$ cat config.mk
export PLATFORM = sky130hd
export DESIGN_NAME = uart_rx_param
export DESIGN_NICKNAME = d
export VERILOG_FILES = /design/src/rtl/uart_rx_param.sv
export SDC_FILE = /design/constraint.sdc
export NUM_CORES = 1
export LEC_CHECK = 0
export CAP_MARGIN = 10
export CORE_UTILIZATION = 45
export CTS_CLUSTER_SIZE = 8
export DETAILED_ROUTE_END_ITERATION = 10
export SLEW_MARGIN = 20
export SYNTH_ARGS = -nofsm -noshare
export SYNTH_HDL_FRONTEND = slang
export SYNTH_SLANG_ARGS = --single-unit
$ cat constraint.sdc
create_clock -name clk -period 5.2 [get_ports clk]
set_input_delay 1.04 -clock clk [delete_from_list [all_inputs] [get_ports clk]]
set_output_delay 1.04 -clock clk [all_outputs]
set_load 0.01 [all_outputs]
$ cat src/rtl/uart_rx_param.sv
// uart_rx_param: parametrised 16x-oversampled UART receiver with output FIFO.
//
// Ports:
//   clk, reset      system clock; synchronous active-low reset
//   baud_rate       00=2400 01=4800 10=9600 11=19200 (latched per frame)
//   parity_type     00/11=none 01=odd 10=even (latched per frame)
//   din             asynchronous serial line, idle high
//   out/parity_bit/parity_err/frame_err/out_valid
//                   first-word-fall-through view of the FIFO head entry
//   out_ready       pop request, honoured when out_valid is high
//   recieve_flag    one-cycle pulse per completed frame (also for dropped frames)
//   break_det       one-cycle pulse for an all-zero frame with a framing error
//   overflow        sticky: a completed frame was dropped on a full FIFO
//   fifo_count      FIFO occupancy
module uart_rx_param #(
  parameter int CLK_FREQ   = 50_000_000,
  parameter int DATA_BITS  = 8,
  parameter int STOP_BITS  = 1,
  parameter int FIFO_DEPTH = 4
) (
  input  logic                        clk,
  input  logic                        reset,
  input  logic [1:0]                  baud_rate,
  input  logic [1:0]                  parity_type,
  input  logic                        din,
  output logic [DATA_BITS-1:0]        out,
  output logic                        out_valid,
  input  logic                        out_ready,
  output logic                        parity_bit,
  output logic                        parity_err,
  output logic                        frame_err,
  output logic                        recieve_flag,
  output logic                        break_det,
  output logic                        overflow,
  output logic [$clog2(FIFO_DEPTH):0] fifo_count
);
  // Rounded divisors: round(CLK_FREQ / (BAUD*16))
  localparam int DIV0 = (CLK_FREQ + 2400 * 8) / (2400 * 16);
  localparam int DIV1 = (CLK_FREQ + 4800 * 8) / (4800 * 16);
  localparam int DIV2 = (CLK_FREQ + 9600 * 8) / (9600 * 16);
  localparam int DIV3 = (CLK_FREQ + 19200 * 8) / (19200 * 16);
  localparam int TW   = $clog2(DIV0 + 1);
  localparam int PW   = $clog2(FIFO_DEPTH);
  localparam int CW   = PW + 1;
  localparam int BW   = $clog2(DATA_BITS);

  typedef enum logic [2:0] {
    S_IDLE, S_START, S_DATA, S_PARITY, S_STOP, S_WAIT_IDLE
  } state_t;

  typedef struct packed {
    logic                 par;
    logic                 perr;
    logic                 ferr;
    logic [DATA_BITS-1:0] data;
  } entry_t;

  function automatic logic [TW-1:0] div_m1(input logic [1:0] sel);
    case (sel)
      2'd0:    div_m1 = TW'(DIV0 - 1);
      2'd1:    div_m1 = TW'(DIV1 - 1);
      2'd2:    div_m1 = TW'(DIV2 - 1);
      default: div_m1 = TW'(DIV3 - 1);
    endcase
  endfunction

  state_t               state_q, state_d;
  logic                 sync1_q, sync1_d, sync2_q, sync2_d, prev_q, prev_d;
  logic [TW-1:0]        tcnt_q, tcnt_d;
  logic [3:0]           tidx_q, tidx_d;
  logic [BW-1:0]        bcnt_q, bcnt_d;
  logic                 s7_q, s7_d, s8_q, s8_d;
  logic [DATA_BITS-1:0] data_q, data_d;
  logic                 par_bit_q, par_bit_d, perr_q, perr_d, ferr_q, ferr_d;
  logic [1:0]           baud_q, baud_d, ptype_q, ptype_d;
  logic                 done_q, done_d;
  entry_t               mem_q [FIFO_DEPTH];
  entry_t               mem_d [FIFO_DEPTH];
  logic [PW-1:0]        wr_q, wr_d, rd_q, rd_d;
  logic [CW-1:0]        cnt_q, cnt_d;
  logic                 ovf_q, ovf_d;

  logic   din_s, fall, tick, mid, last, maj, par_en;
  logic   push, pop, full, wr_en;
  entry_t head, entry;

  // Receive path: synchroniser, tick generator, frame FSM
  always_comb begin
    sync1_d   = din;
    sync2_d   = sync1_q;
    prev_d    = sync2_q;
    din_s     = sync2_q;
    fall      = prev_q & ~sync2_q;
    tick      = (tcnt_q == '0);
    tcnt_d    = tick ? div_m1(baud_q) : tcnt_q - TW'(1);
    tidx_d    = tick ? tidx_q + 4'd1 : tidx_q;
    s7_d      = (tick && tidx_q == 4'd7) ? din_s : s7_q;
    s8_d      = (tick && tidx_q == 4'd8) ? din_s : s8_q;
    mid       = tick && (tidx_q == 4'd9);
    last      = tick && (tidx_q == 4'd15);
    // Third vote is the live sample taken on tick 9
    maj       = (s7_q & s8_q) | (s7_q & din_s) | (s8_q & din_s);
    par_en    = (ptype_q == 2'b01) || (ptype_q == 2'b10);
    state_d   = state_q;
    bcnt_d    = bcnt_q;
    data_d    = data_q;
    par_bit_d = par_bit_q;
    perr_d    = perr_q;
    ferr_d    = ferr_q;
    baud_d    = baud_q;
    ptype_d   = ptype_q;
    done_d    = 1'b0;
    case (state_q)
      S_IDLE: begin
        if (fall) begin
          state_d   = S_START;
          baud_d    = baud_rate;
          ptype_d   = parity_type;
          tcnt_d    = div_m1(baud_rate);
          tidx_d    = '0;
          bcnt_d    = '0;
          par_bit_d = 1'b0;
          perr_d    = 1'b0;
          ferr_d    = 1'b0;
        end
      end
      S_START: begin
        if (mid && maj) state_d = S_IDLE;      // glitch, not a start bit
        else if (last) begin
          state_d = S_DATA;
          bcnt_d  = '0;
        end
      end
      S_DATA: begin
        if (mid) data_d = {maj, data_q[DATA_BITS-1:1]};
        if (last) begin
          if (bcnt_q == BW'(DATA_BITS - 1)) begin
            bcnt_d  = '0;
            state_d = par_en ? S_PARITY : S_STOP;
          end else begin
            bcnt_d = bcnt_q + BW'(1);
          end
        end
      end
      S_PARITY: begin
        if (mid) begin
          par_bit_d = maj;
          perr_d    = (ptype_q == 2'b10) ? (^data_q ^ maj) : ~(^data_q ^ maj);
        end
        if (last) state_d = S_STOP;
      end
      S_STOP: begin
        if (mid) begin
          if (!maj) ferr_d = 1'b1;
          // Complete at the last stop bit's mid-sample so a back-to-back
          // start edge half a bit later is not missed.
          if (bcnt_q == BW'(STOP_BITS - 1)) begin
            done_d  = 1'b1;
            state_d = (ferr_q | ~maj) ? S_WAIT_IDLE : S_IDLE;
          end
        end else if (last) begin
          bcnt_d = bcnt_q + BW'(1);
        end
      end
      S_WAIT_IDLE: begin
        // Hold off while the line is low so a break yields one frame only
        if (din_s) state_d = S_IDLE;
      end
      default: state_d = S_IDLE;
    endcase
  end

  // FIFO: first-word-fall-through, one write per completed frame
  always_comb begin
    entry.par  = par_bit_q;
    entry.perr = perr_q;
    entry.ferr = ferr_q;
    entry.data = data_q;
    push   = done_q;
    pop    = (cnt_q != '0) && out_ready;
    full   = (cnt_q == CW'(FIFO_DEPTH));
    // When full, a simultaneous pop frees the slot being overwritten
    wr_en  = push && (!full || pop);
    mem_d  = mem_q;
    if (wr_en) mem_d[wr_q] = entry;
    wr_d   = wr_en ? wr_q + PW'(1) : wr_q;
    rd_d   = pop ? rd_q + PW'(1) : rd_q;
    cnt_d  = cnt_q + CW'(wr_en) - CW'(pop);
    ovf_d  = ovf_q | (push && full && !pop);
    head   = mem_q[rd_q];
  end

  always_ff @(posedge clk) begin
    if (!reset) begin
      state_q   <= S_IDLE;
      sync1_q   <= 1'b1;
      sync2_q   <= 1'b1;
      prev_q    <= 1'b1;
      tcnt_q    <= '0;
      tidx_q    <= '0;
      bcnt_q    <= '0;
      s7_q      <= 1'b1;
      s8_q      <= 1'b1;
      data_q    <= '0;
      par_bit_q <= 1'b0;
      perr_q    <= 1'b0;
      ferr_q    <= 1'b0;
      baud_q    <= '0;
      ptype_q   <= '0;
      done_q    <= 1'b0;
      for (int i = 0; i < FIFO_DEPTH; i++) mem_q[i] <= '0;
      wr_q      <= '0;
      rd_q      <= '0;
      cnt_q     <= '0;
      ovf_q     <= 1'b0;
    end else begin
      state_q   <= state_d;
      sync1_q   <= sync1_d;
      sync2_q   <= sync2_d;
      prev_q    <= prev_d;
      tcnt_q    <= tcnt_d;
      tidx_q    <= tidx_d;
      bcnt_q    <= bcnt_d;
      s7_q      <= s7_d;
      s8_q      <= s8_d;
      data_q    <= data_d;
      par_bit_q <= par_bit_d;
      perr_q    <= perr_d;
      ferr_q    <= ferr_d;
      baud_q    <= baud_d;
      ptype_q   <= ptype_d;
      done_q    <= done_d;
      mem_q     <= mem_d;
      wr_q      <= wr_d;
      rd_q      <= rd_d;
      cnt_q     <= cnt_d;
      ovf_q     <= ovf_d;
    end
  end

  // Head fields are forced to zero while empty so reset leaves all outputs low
  assign out_valid    = (cnt_q != '0);
  assign out          = out_valid ? head.data : '0;
  assign parity_bit   = out_valid & head.par;
  assign parity_err   = out_valid & head.perr;
  assign frame_err    = out_valid & head.ferr;
  assign recieve_flag = done_q;
  assign break_det    = done_q & (data_q == '0) & ~par_bit_q & ferr_q;
  assign overflow     = ovf_q;
  assign fifo_count   = cnt_q;
endmodule

[Word level (Yosys, flattened, before mapping)]
Index checks and enable logic that the tools add are counted.
Word-level totals
  flip-flop bits (word level): 94
  input port bits: 8
  output and inout port bits: 18
  logic and storage cells: 175
Cells by class
  $add $sub $neg: 7
  $lt $le $gt $ge: 3
  equality and inequality tests: 31
  muxes and demuxes: 45
  bitwise logic cells: 21
  reductions and logical operators: 32
Operator list (count)
  $mux W11: 6
  $pmux W11 S3: 2
  $mux W3: 18
  $bwmux W44: 1
  $ne A2 B2 Y1 const B: 13
  $bmux W11 S2: 1
  $demux W11 S2: 1
  $pmux W3 S6: 1
  $eq A3 B3 Y1 const B: 4
  $eq A4 B4 Y1 const B: 3
  $mux W4: 3
  $pmux W3 S4: 1
  $logic_not A11 Y1: 1
  $sub A11 B1 Y11 const B: 1
  $and A1 B1 Y1: 10
  $logic_and A1 B1 Y1: 10
  $logic_not A8 Y1: 1
  $mux W8: 1
  $reduce_and A8 Y1: 1
  $reduce_xor A8 Y1: 1
  $mux W1: 7
  $reduce_and A7 Y1: 1
  $eq A2 B1 Y1 const B: 3
  $eq A2 B2 Y1 const B: 3
  26 further kinds: 45

[Logic depth before layout (Yosys ltp)]
Gate-level depths: netlist of the first run.
  depth after elaboration: 9
  gate-level depth with buffers: 14
  gate-level depth less buffers: 11

[Least setup slack after synthesis of the first run]
OpenSTA, ideal clock, no wires.
  path kind: input -> register
  from: input out_ready
  to: register cnt_q[2] (netlist: fifo_count[2])
  setup time: 0.115 ns
  arrival time: 3.187 ns
  required time: 5.085 ns
  slack: 1.898 ns
  cell stages on the path: 14
  buffers on the path: 3
  cells stage by stage: nor4b_1 nor2b_1 clkbuf_1 buf_2 buf_1 inv_1 ha_1 inv_1 ha_1 inv_1 fa_1 xnor2_1 xnor2_1 and2_1
On the way
  word-level cells in the longest chain between the ends: 5
Ends and longest elaborated chain
  start, declared: RTL line 28  | input logic out_ready,
  $logic_and A1 B1 Y1 (*): RTL line 180  | pop = (cnt_q != '0) && out_ready;
  $logic_or A1 B1 Y1: RTL line 183  | wr_en = push && (!full || pop);
  $logic_and A1 B1 Y1: RTL line 183
  $add A3 B1 Y3: RTL line 188  | cnt_d = cnt_q + CW'(wr_en) - CW'(pop);
  $sub A3 B1 Y3 (*): RTL line 188
  end signal, assigned: RTL line 236  | cnt_q <= cnt_d;
  end, declared: RTL line 80  | logic [CW-1:0] cnt_q, cnt_d;
Every way passes the cells marked *; elsewhere a longest branch is shown, timed or not.
A chain may end at the register's enable or synchronous reset.

[Worst setup path in the final report of the first run]
  from: register rd_q[0]
  to: output frame_err
On the way
  word-level cells in the longest chain between the ends: 5
Ends and longest elaborated chain
  start, declared: RTL line 79  | logic [PW-1:0] wr_q, wr_d, rd_q, rd_d;
  start signal, assigned: RTL line 235  | rd_q <= rd_d;
  $not A2 Y3 (not written as such): RTL line 190  | head = mem_q[rd_q];
  $bmux W11 S2: RTL line 190
  $mux W11 (not written as such) (2 in series): RTL line 190
  $and A1 B1 Y1: RTL line 246  | assign frame_err = out_valid & head.ferr;
  end, declared: RTL line 31  | output logic frame_err,
Every way passes these cells. The select of a mux whose other input is x is not followed.

==> results of run 1 <==
[cell usage after synthesis (2+ instances only)]
cell type,count,area (sq um)
a211o_1,2,17.5
a211oi_1,2,15.0
a21boi_0,52,390
a21o_1,2,15.0
a21oi_1,14,70.1
a31oi_1,4,25.0
and2_1,17,106
and3b_1,2,17.5
buf_1,8,30.0
buf_2,5,25.0
clkbuf_1,21,78.8
dfxtp_1,94,1880
ha_1,19,238
inv_1,25,93.8
maj3_1,2,20.0
mux2i_1,16,160
mux4_2,11,248
nand2_1,79,297
nand2b_1,8,50.1
nand3_1,51,255
nand3b_1,5,37.5
nand4_1,4,25.0
nand4b_1,2,17.5
nor2_1,17,63.8
nor2b_1,14,87.6
nor3_1,4,20.0
nor3b_1,3,22.5
nor4_2,2,25.0
o211ai_1,4,30.0
o21a_1,7,52.6
o21ai_0,9,45.0
o221ai_1,2,17.5
o22ai_1,2,12.5
or2_2,2,12.5
or3_1,2,12.5
or4_1,2,15.0
xnor2_1,12,105
xor2_1,4,35.0
[placed cells by master, fill, tap and decap left out, drive strengths merged, types with 3 or more instances in the layout]
cell type | synthesis | final
dfxtp | 94 | 94
nand2 | 80 | 80
a21boi | 52 | 52
nand3 | 51 | 51
inv | 25 | 27
clkdlybuf4s50 | 0 | 24
ha | 19 | 19
nor2 | 18 | 18
and2 | 17 | 17
mux2i | 16 | 16
a21oi | 14 | 14
nor2b | 14 | 14
xnor2 | 12 | 12
mux4 | 11 | 11
clkbuf | 21 | 10
o21ai | 10 | 10
nand2b | 8 | 8
o21a | 7 | 7
nand3b | 5 | 5
nand4 | 5 | 5
nor3 | 5 | 5
xor2 | 4 | 4
a31oi | 4 | 4
o211ai | 4 | 4
nor4 | 4 | 4
nor3b | 3 | 3
buf | 14 | 3
[metal layers]
layer,up-vias,global-route usage [%],share of wire [%]
li1,1918,-,-
met1,1804,26.1,45
met2,63,34.6,50
met3,11,3.99,3.1
met4,0,6.55,1.5
met5,-,0,0
[state kept, by name, indices dropped and copies added (netlist names), 2 cells and up]
register and flops:
ptype_q 2, fifo_count 3, tidx_q 4, bcnt_q 3
mem_q 44, rd_q 2, data_q 8, wr_q 2
state_q 3, tcnt_q 11, baud_q 2
[area by class of cell]
| class | count | area (sq um) | share of cell area (%) |
|---|---|---|---|
| Sequential cell | 94 | 1880 | 34.7 |
| Timing Repair Buffer | 27 | 260 | 4.79 |
| Tap cell | 136 | 170 | 3.14 |
| Clock inverter | 6 | 92.6 | 1.71 |
| Multi-Input combinational cell | 398 | 2790 | 51.4 |
| Inverter | 25 | 93.8 | 1.73 |
| Clock buffer | 10 | 138 | 2.54 |
[critical path: stages (launching register included)]
cell	delay [ps]
dfxtp_1	920
mux4_2	610
and2_1	170
clkdlybuf4s50_1	470
[logic make-up after synthesis]
logic type               count (synthesis)
AO/OA/AOI/OAI                          108
AND/OR/NAND/NOR                        225
adder cells (fa/ha/maj)                 22
buffers and inverters                   60
flip-flops                              94
XOR/XNOR                                16
multiplexers                            27
[final timing paths]
kind | from | endpoint | cells after the start
worst max-delay path | rd_q[0]$_SDFFE_PN0P_ | frame_err | 3
worst min-delay path | sync1_q$_SDFF_PN1_ | din_s$_SDFF_PN1_ | 1
worst max register to register | fifo_count[1]$_SDFF_PN0_ | fifo_count[2]$_SDFF_PN0_ | 10
worst min register to register | sync1_q$_SDFF_PN1_ | din_s$_SDFF_PN1_ | 1
[power groups by stage]
stage                     clock network, mW  registers, mW  logic, mW
after global placement                    0          0.854      0.459
final                                 0.561          0.840      0.468
after floorplan                           0          0.819      0.411
after global routing                  0.605          0.848      0.528
after detailed placement                  0          0.856      0.463
after CTS                             0.573          0.839      0.467
[through the flow]
stage / hold WS, ps / cell area [sq um] / total power [mW]
floorplan: 386 / 4900 / 1.23
global placement: 389 / 5200 / 1.31
detailed placement: 392 / 5200 / 1.32
CTS: 415 / 5430 / 1.88
global route: 462 / 5430 / 1.98
finish: 413 / 5430 / 1.87
==> impl_metrics.py, run 1 <==
metrics = {
    "status": {
        "status": "finished, final reports clean",
    },
    "power_and_ir_drop": {
        "p_clk_share_pct": 30.0,
        "p_int_mw": 1.26,
        "p_switching_mw": 0.613,
        "leakagePower_nw": 1.89,
        "powerDensity_nw_per_um2": 344,
        "vdd_drop_max_v": 0.000261,
        "switching_share_pct": 32.8,
        "seqPwrFrac_pct": 44.9,
        "combPwrFrac_pct": 25.0,
    },
    "cells_and_area": {
        "finish.utilization_pct": 51.9,
        "fillCellCount": 1003,
        "instances_no_fill": 696,
        "final_nets": 583,
        "area_growth_pct": 10.7,
        "antenna_cells": 0,
        "drive_gt1_share_pct": 7.86,
    },
    "grt": {
        "grt_pass1_wl_mm": 18.2,
        "grt_pass1_vias": 3637,
        "grt-ovfl-total": 0,
        "antenna_found_initial": 0,
        "grt_start_max_net_pins": 64,
        "track_usage_pct": 20.5,
    },
    "clocking": {
        "cts.sinks": 94,
        "numCtsBuffers": 9,
        "cts_hold_buf": 0,
        "cts_root_buffer": "clkbuf_8",
        "clockBufferDepth": 2,
        "cts_resized": 0,
        "clock_latency_ps": 380,
        "postCtsSetupBuffers": 0,
        "cts_tree": "yes",
        "htree_levels": 3,
        "clk_pin_slew_ps": 90,
    },
    "logic_synthesis": {
        "synthSimpleGateAreaFrac_pct": 24.5,
        "ys_seq_elements": 94,
        "synth-compound-area-share_pct": 15.5,
        "synth_edf_count": 0,
        "ys_seq_area_share_pct": 38.4,
        "synth-main-ff-cell": "dfxtp_1",
        "synth_top_family_by_area": "simple AND/OR/NAND/NOR gates",
        "syn_area_per_cell_sq_um": 8.88,
        "synth_area_sq_um": 4900,
        "yosys.area_share.xor_xnor_pct": 2.86,
        "syn_inst": 552,
        "yosysUniqueCellTypes": 59,
        "synth.area.mux_share_pct": 8.32,
        "ys_async_sr_fraction_pct": 0,
        "ys_warn_count": 0,
        "synthAdderAreaFrac_pct": 5.67,
        "synth_nets": 580,
    },
    "sta": {
        "setup_ws_ps": 1620,
        "finalCriticalPeriod_ps": 3580,
        "fin_crit_sh_pct": 68.9,
        "report.final.slew_viol_count": 0,
        "max_freq_mhz": 279,
        "tns_ps": 0,
        "finalHoldViolCount": 0,
        "setup_viol": 0,
        "max-slew-margin-rel_pct": 40.0,
        "skew_ps": 12.3,
        "worstMarginPinSlew_ps": 900,
        "grt_setup_unrepaired": "no",
    },
    "routing": {
        "num_vias": 3796,
        "vias_per_cell": 5.45,
        "totalWireLength_mm": 10.8,
        "first_pass_iters": 4,
        "drt-initial-drc-count": 114,
        "drc": 0,
        "routedWlPerCell_um": 15.6,
        "ant_nets": 0,
    },
    "critical_path": {
        "critPathArrivalTime_ps": 2540,
        "path_max_fanout": 13,
        "crit_path_end_kind": "primary output",
        "required_ps": 4160,
        "r2r_slack_ps": 2510,
        "start_kind": "flop",
        "path_class": "reg -> out",
    },
    "placement": {
        "routabilityCongestion": 0.802,
        "port_buffers": 25,
        "dp.cells": 680,
        "place_worst_setup_slack_ps": 1610,
        "hpwl_mm": 7.28,
    },
    "die": {
        "ios": 26,
        "die-area_sq_um": 11300,
        "std_cell_rows": 37,
        "die_w_um": 106,
        "fp.coreArea_sq_um": 10500,
        "start_util_pct": 46.8,
        "dieHeight_um": 106,
    },
    "job": {
        "cap_violations": 0,
    },
    "worst_hold_path": {
        "hold_class": "reg -> reg",
    },
}
No activity file was read; power rests on OpenSTA's default activity.
==> inputs of run 2 (changes only) <==
clock period = 3.4 ns   (was 5.2 ns; I/O delays follow)
==> impl_metrics.py, run 2 (same netlist as run 1, synthesis figures left out) <==
metrics = {
    "status": {
        "status": "finished, final reports clean",
    },
    "critical_path": {
        "path_class": "reg -> out",
        "critPathArrivalTime_ps": 2210,
        "critPathBufInv": 1,
        "start_kind": "flop",
        "r2r_slack_ps": 700,
        "critPathMaxStageDelay_ps": 770,
        "crit_path_end_kind": "primary output",
        "path_cells": "mux4_2 > and2_1 > clkdlybuf4s50_1",
        "crit_slowest_cell": "dfxtp_1",
        "path_delay_family": "flip-flops",
        "path_max_fanout": 12,
        "required_ps": 2720,
    },
    "sta": {
        "finalHoldViolCount": 0,
        "finalCriticalPeriod_ps": 2890,
        "max-slew-margin-rel_pct": 54.6,
        "setup_ws_ps": 514,
        "tns_ps": 0,
        "max_freq_mhz": 346,
        "skew_ps": 11.6,
        "report.final.slew_viol_count": 0,
        "grt_setup_unrepaired": "no",
        "whs_ps": 402,
        "fin_crit_sh_pct": 84.9,
        "worstMarginPinSlew_ps": 680,
        "setup_viol": 0,
    },
    "clocking": {
        "cts_root_buffer": "clkbuf_8",
        "numCtsBuffers": 9,
        "postCtsSetupBuffers": 0,
        "clockBufferDepth": 2,
        "clk_pin_slew_ps": 90,
        "cts.sinks": 94,
        "htree_levels": 3,
        "cts_tree": "yes",
        "cts_hold_buf": 0,
        "clock_latency_ps": 380,
        "cts_resized": 0,
    },
    "die": {
        "std_cell_rows": 37,
        "fp.coreArea_sq_um": 10500,
        "ios": 26,
        "die-area_sq_um": 11300,
        "start_util_pct": 46.8,
        "dieHeight_um": 106,
        "die_w_um": 106,
    },
    "routing": {
        "vias_per_cell": 5.46,
        "routedWlPerCell_um": 15.3,
        "drt-initial-drc-count": 143,
        "drc": 0,
        "ant_nets": 0,
        "first_pass_iters": 7,
        "totalWireLength_mm": 10.7,
        "num_vias": 3818,
    },
    "cells_and_area": {
        "largestRegisters": "mem_q (44), tcnt_q (11), data_q (8)",
        "area_growth_pct": 10.4,
        "final_common_cell": "dfxtp_1",
        "ff_latch_area_sq_um": 1880,
        "drive_gt1_share_pct": 8.35,
        "multi_input_area_sq_um": 2790,
        "final_nets": 586,
        "fillCellCount": 1006,
        "antenna_cells": 0,
        "top_register": "mem_q",
        "largest_register_ffs": 44,
        "layout_common_cells": "dfxtp_1, nand2_1, a21boi_0",
    },
    "grt": {
        "grt_pass1_vias": 3712,
        "track_usage_pct": 21.1,
        "antenna_found_initial": 0,
        "grt-ovfl-total": 0,
        "grt_pass1_wl_mm": 18.5,
        "grt_start_max_net_pins": 66,
    },
    "placement": {
        "routabilityCongestion": 0.836,
        "place_worst_setup_slack_ps": 454,
        "port_buffers": 25,
        "hpwl_mm": 7.24,
    },
    "power_and_ir_drop": {
        "leakagePower_nw": 1.89,
        "vdd_drop_max_v": 0.000347,
        "powerDensity_nw_per_um2": 506,
    },
    "worst_hold_path": {
        "hold_class": "reg -> reg",
    },
    "job": {
        "cap_violations": 0,
    },
}
-- run 2: changes by cell type in the layout (fill, tap and decap cells not counted) --
| cell | previous run | this run |
|---|---|---|
| clkbuf_8 | 10 | 11 |
| clkinv_2 | 1 | 0 |
| clkinvlp_4 | 1 | 2 |
| buf_4 | 2 | 5 |
| bufinv_16 | 2 | 0 |
| clkinv_4 | 0 | 1 |
| inv_6 | 1 | 2 |
| inv_8 | 1 | 0 |
-- run 2: worst register-to-register path, stage by stage (launching register included) --
cell and delay (ps):
dfxtp_1 380, or3_1 610, and2_1 310, ha_1 300
inv_1 50, ha_1 130, inv_1 40, fa_1 370
xnor2_1 140, xnor2_1 120, and2_1 150
-- run 2: metal layers --
| layer | GRT usage (%) | vias to the layer above | wire length [um] |
|---|---|---|---|
| met2 | 36.4 | 62 | 5340 |
| met3 | 5.52 | 10 | 387 |
| met5 | 0 | - | 0 |
| met1 | 25.8 | 1807 | 4870 |
| li1 | - | 1939 | - |
| met4 | 5.65 | 0 | 101 |
-- run 2: where the power goes --
group	switching, mW	internal [mW]	total, mW
registers	0.118	1.17	1.28
logic	0.399	0.324	0.724
clock network	0.419	0.312	0.732
-- run 2: area by class of cell --
| type | instances | share of cell area, % |
|---|---|---|
| Tap cell | 136 | 3.14 |
| Clock buffer | 11 | 2.80 |
| Clock inverter | 5 | 0.763 |
| Timing Repair Buffer | 30 | 5.22 |
| Inverter | 25 | 1.73 |
| Multi-Input combinational cell | 398 | 51.6 |
| Sequential cell | 94 | 34.8 |
-- run 2: final timing paths --
kind | start | endpoint | cells after the start
setup / recovery | rd_q[1]$_SDFFE_PN0P_ | frame_err | 3
hold / removal | sync1_q$_SDFF_PN1_ | din_s$_SDFF_PN1_ | 1
setup reg to reg | fifo_count[1]$_SDFF_PN0_ | fifo_count[2]$_SDFF_PN0_ | 10
hold reg to reg | sync1_q$_SDFF_PN1_ | din_s$_SDFF_PN1_ | 1
-- run 2: stage by stage --
stage          std cells  power [mW]  utilization [%]  instance area [sq um]
4_1_cts              699        2.77             51.7                   5410
3_3_place_gp         683        2.01             49.9                   5220
5_1_grt              699        2.93             51.7                   5410
2_1_floorplan        552        1.88                -                   4900
6_report             699        2.74             51.7                   5410
3_5_place_dp         683        2.03             49.9                   5220
